[src/rtl/bcd_to_bin.sv]
// Iterative BCD-to-binary converter (reverse double-dabble: shift right, then
// subtract 3 from every BCD digit that is >= 8), with start/busy/done handshake.
module bcd_to_bin #(
    parameter int DIGITS    = 3,
    parameter int BIN_W     = 10,
    parameter int OVF_LIMIT = 255
) (
    input  logic                  clk,
    input  logic                  rst_n,
    input  logic                  start,
    input  logic [4*DIGITS-1:0]   bcd,
    output logic                  busy,
    output logic                  done,
    output logic [BIN_W-1:0]      bin,
    output logic                  ovf,
    output logic                  err
);

    localparam int BCD_W = 4 * DIGITS;
    localparam int W_W   = BCD_W + BIN_W;
    localparam int CNT_W = $clog2(BIN_W + 1);

    localparam logic [0:0] S_IDLE = 1'b0;
    localparam logic [0:0] S_CONV = 1'b1;

    logic [0:0]       r_state;
    logic [CNT_W-1:0] r_cnt;
    logic [W_W-1:0]   r_work;
    logic             r_busy;
    logic             r_done;
    logic [BIN_W-1:0] r_bin;
    logic             r_ovf;
    logic             r_err;

    logic [W_W-1:0]   w_shift;
    logic [W_W-1:0]   w_next;
    logic             w_bad;

    // Shift first, then correct every digit of the shifted value in parallel.
    always_comb begin
        w_shift = r_work >> 1;
        w_next  = w_shift;
        for (int d = 0; d < DIGITS; d++) begin
            if (w_shift[BIN_W + 4*d +: 4] >= 4'd8)
                w_next[BIN_W + 4*d +: 4] = w_shift[BIN_W + 4*d +: 4] - 4'd3;
        end
    end

    always_comb begin
        w_bad = 1'b0;
        for (int d = 0; d < DIGITS; d++) begin
            if (bcd[4*d +: 4] > 4'd9)
                w_bad = 1'b1;
        end
    end

    always_ff @(posedge clk or negedge rst_n) begin
        if (!rst_n) begin
            r_state <= S_IDLE;
            r_cnt   <= '0;
            r_work  <= '0;
            r_busy  <= 1'b0;
            r_done  <= 1'b0;
            r_bin   <= '0;
            r_ovf   <= 1'b0;
            r_err   <= 1'b0;
        end else begin
            r_done <= 1'b0;
            case (r_state)
                S_IDLE: begin
                    if (start) begin
                        if (w_bad) begin
                            r_err  <= 1'b1;
                            r_bin  <= '0;
                            r_ovf  <= 1'b0;
                            r_done <= 1'b1;
                        end else begin
                            r_work  <= {bcd, {BIN_W{1'b0}}};
                            r_cnt   <= '0;
                            r_busy  <= 1'b1;
                            r_err   <= 1'b0;
                            r_state <= S_CONV;
                        end
                    end
                end
                S_CONV: begin
                    r_work <= w_next;
                    r_cnt  <= r_cnt + 1'b1;
                    if (r_cnt == CNT_W'(BIN_W - 1)) begin
                        r_bin   <= w_shift[BIN_W-1:0];
                        r_ovf   <= (w_shift[BIN_W-1:0] > BIN_W'(OVF_LIMIT));
                        r_done  <= 1'b1;
                        r_busy  <= 1'b0;
                        r_state <= S_IDLE;
                    end
                end
                default: r_state <= S_IDLE;
            endcase
        end
    end

    assign busy = r_busy;
    assign done = r_done;
    assign bin  = r_bin;
    assign ovf  = r_ovf;
    assign err  = r_err;

endmodule

[config.mk]
export PLATFORM = sky130hd
export DESIGN_NAME = bcd_to_bin
export DESIGN_NICKNAME = d
export VERILOG_FILES = /design/src/rtl/bcd_to_bin.sv
export SDC_FILE = /design/constraint.sdc
export NUM_CORES = 1
export LEC_CHECK = 0
export BUFFER_PORTS_ARGS = -buffer_cell sky130_fd_sc_hd__buf_2
export CORE_ASPECT_RATIO = 0.5
export CORE_MARGIN = 3
export CORE_UTILIZATION = 30
export DETAILED_ROUTE_END_ITERATION = 8
export MAX_ROUTING_LAYER = met4
export SETUP_SLACK_MARGIN = 0.1
export SYNTH_ARGS = -nofsm -noshare
export SYNTH_HDL_FRONTEND = slang
export SYNTH_SLANG_ARGS = --single-unit
export TNS_END_PERCENT = 1
[constraint.sdc]
create_clock -name clk -period 2 [get_ports clk]
set_input_delay 0.1 -clock clk [delete_from_list [all_inputs] [get_ports clk]]
set_output_delay 0.1 -clock clk [all_outputs]
set_load 0.05 [all_outputs]
==> summary.md <==
| Metric | Value |
|---|---|
| Status | completed |
| Hold Slack | 0.0529 ns |
| Met3 usage | 3.04% |
| WL/cell | 14.9 um |
| Post_cts resized | 0 |
| Worst setup EP type | flip-flop |
| Synth Cell Area | 1850 um2 |
| HPWL after DPL | 3.04 mm |
| Post-layout min period | 1.62 ns |
| TritonCTS Buffers | 5 |
| Port bufs | 28 |
| GR Util met2 | 20.6% |
| Cell count after synthesis | 169 |
| CTS tree | done |
| Leading area contributor after synthesis | dfrtp_1 |
| Worst-path fanout max | 7 |
| Worst IR Drop VDD | 0.504 mV |
| Vias per Instance | 4.99 |
| Crit Path Category | reg -> reg |
| Ant diodes | 0 |
| Num rows | 19 |
| Worst hold path type | in -> reg |
| Clock root buffer | clkbuf_16 |
| GPL Wtd Cong | 0.758 |
| Final nets | 225 |
| Clk_skew | 0.00428 ns |
| Drt first-iter violations | 72 |
| Reg2Reg Depth | 3 |
| Finish-stage setup viols | 0 |
| Initial Util | 32.4% |
| First-pass GRT wire length | 7.02 mm |
| Distinct cells, synth | 34 |
| Ports | 29 |
| Tcrit/Tclk final | 81.0% |
| DRC Markers | 0 |
| Vias | 1386 |
| Clock sinks | 40 |
| WL final | 4.13 mm |
| Share of the synthesized area in the top cell type | 54.1% |
| Drt pass-1 iters | 4 |
| Die Area | 7200 um2 |
| Core footprint | 5710 um2 |
| FF+latch count, synth | 40 |
| Final hold vios | 0 |
| Worst-Skew Late Latency | 0.28 ns |
| RSZ-0062 raised after global routing | no |
| Sequential fraction of the synthesis area | 54.1% |
| Worst-margin pin slew | 0.552 ns |
| Flop-to-flop setup slack | 0.38 ns |
| Initial antenna violation count | 0 |
| GRT Overall Usage | 13.4% |
| CTS H-Tree Depth | 2 |
| Hold path depth | 2 |
| Bufs on Longest Clock Path | 2 |
| Avg Synthesized Cell Area | 10.9 um2 |
| WP data arrival | 1.79 ns |
| Die span in x | 117 um |
| Die Ht | 61.5 um |
| Synth area leaders | dfrtp_1 (54%), nand2_1 (5.1%), a22o_1 (4.7%) |
| Pin count of the biggest net entering global routing | 27 |
| Slew Limit Fails | 0 |
| GR Util met1 | 17.3% |
| P_leak | 1.07 nW |
| Slew margin rel. | 62.9% |
| Syn_nets | 190 |
| Fill cell total of the finished layout | 570 |
| Critical Path RT | 2.16 ns |
| Syn. warnings | 0 |
| Pwr/cell area | 1670 nW/um2 |
| GRT Max-Usage Layer | met2 |
| Clock Pin Slew Worst Setup and Hold Paths | 0.06 ns |
| GRT overflow | 0 |
| Setup TNS | 0 ns |
| Max Clk Rate | 617 MHz |
| Syn-to-layout area delta | 21.9% |
| Layout cell share with drive strength beyond 1 | 24.4% |
| Max cap viols | 0 |
| Worst Setup Start Kind | flip-flop |
| Vias in the first global route | 1399 |
| Antenna-violating nets left | 0 |
-- layout make-up --
type	count	area [um2]	area share, %
clock buffer	7	143	6.32
clock inverter	1	7.51	0.333
inverter	9	33.8	1.50
multi-input combinational	112	777	34.4
sequential	40	1000	44.4
tap	73	91.3	4.05
timing repair buffer	36	203	8.99
-- final timing paths --
| check | startpoint | end |
|---|---|---|
| min in group asynchronous | rst_n | r_work[12] |
| setup reg to reg | r_state | r_work[20] |
| hold reg to reg | busy | busy |
| setup / recovery | r_state | r_work[20] |
| hold / removal | bcd[0] | r_work[10] |
| max in group asynchronous | rst_n | bin[3] |
-- kinds of logic after synthesis --
group | Yosys count | share of synthesized area, %
xor+xnor | 4 | 1.89
fa+ha+maj | 6 | 4.06
flops | 40 | 54.1
compound gates | 46 | 19.6
simple gates | 53 | 14.8
buf+inv | 17 | 3.92
mux | 3 | 1.62
-- worst max-delay path: stages (launching register included) --
cell	delay, ns
dfrtp_1	0.38
nand2b_4	0.17
or4_1	0.68
o221a_1	0.28
-- power breakdown --
part	internal (W)	switching, W	leakage [nW]
logic	0.000614	0.000930	0.488
clock network	0.000496	0.000304	0.0701
registers	0.00115	0.000273	0.510
-- layout by cell type, fill, tap and decap left out, types with 6 or more instances in the layout --
cell type  Yosys  layout
a21oi_1       11      11
inv_1          9       9
nor2_1         6       6
buf_2          1      28
ha_1           6       6
nand2_1       25      25
buf_4          0       7
nand2b_1       6       6
dfrtp_1       40      40
a22o_1        10      10
-- metal layers --
layer  share of wire, %  vias up
li1                   -      680
met1                 49      681
met2                 47       20
met3                2.7        5
met4                1.3        0
met5                  0        -
-- through the flow --
stage,setup WS (ns),instances,power (W),util (%),area [um2]
after CTS,0.388,278,0.00381,39.5,2260
after floorplan,0.374,169,0.00260,-,1850
after detailed placement,0.382,269,0.00300,36.7,2100
after global placement,0.427,269,0.00294,36.7,2100
after global routing,0.338,278,0.00406,39.5,2260
final,0.380,278,0.00377,39.5,2260
-- synthesized netlist by cell type --
cell      instances
nand4b_1          1
a21oi_1          11
a31oi_1           3
a41o_1            1
nand2_1          25
ha_1              6
o21ai_0           5
o22ai_1           1
nor2_1            6
a221o_1           5
nand4_1           1
clkbuf_1          6
a221oi_2          1
nor4_2            1
or2_2             3
nand2b_1          6
a222oi_1          1
a211oi_2          1
xnor2_1           4
buf_2             1
nand2b_4          1
and4b_1           1
dfrtp_1          40
buf_6             1
a22o_1           10
inv_1             9
a41oi_2           1
nor4_1            4
mux2i_1           3
o221a_1           3
or4_1             1
nand3b_1          1
nor3_1            2
o21a_1            3
-- what timing repair did --
action | 4_1_cts | 5_1_grt
hold buffers | 1 | 0
hold endpoints to repair | 15 | 0
setup buffers | 0 | 0
-- registers in the layout, indices dropped and copies added, names as in the netlist --
register and count:
ovf 1, r_cnt 4, r_state 1, bin 10, r_work 21, done 1, busy 1, err 1
No activity file was read; power rests on OpenSTA's default activity.
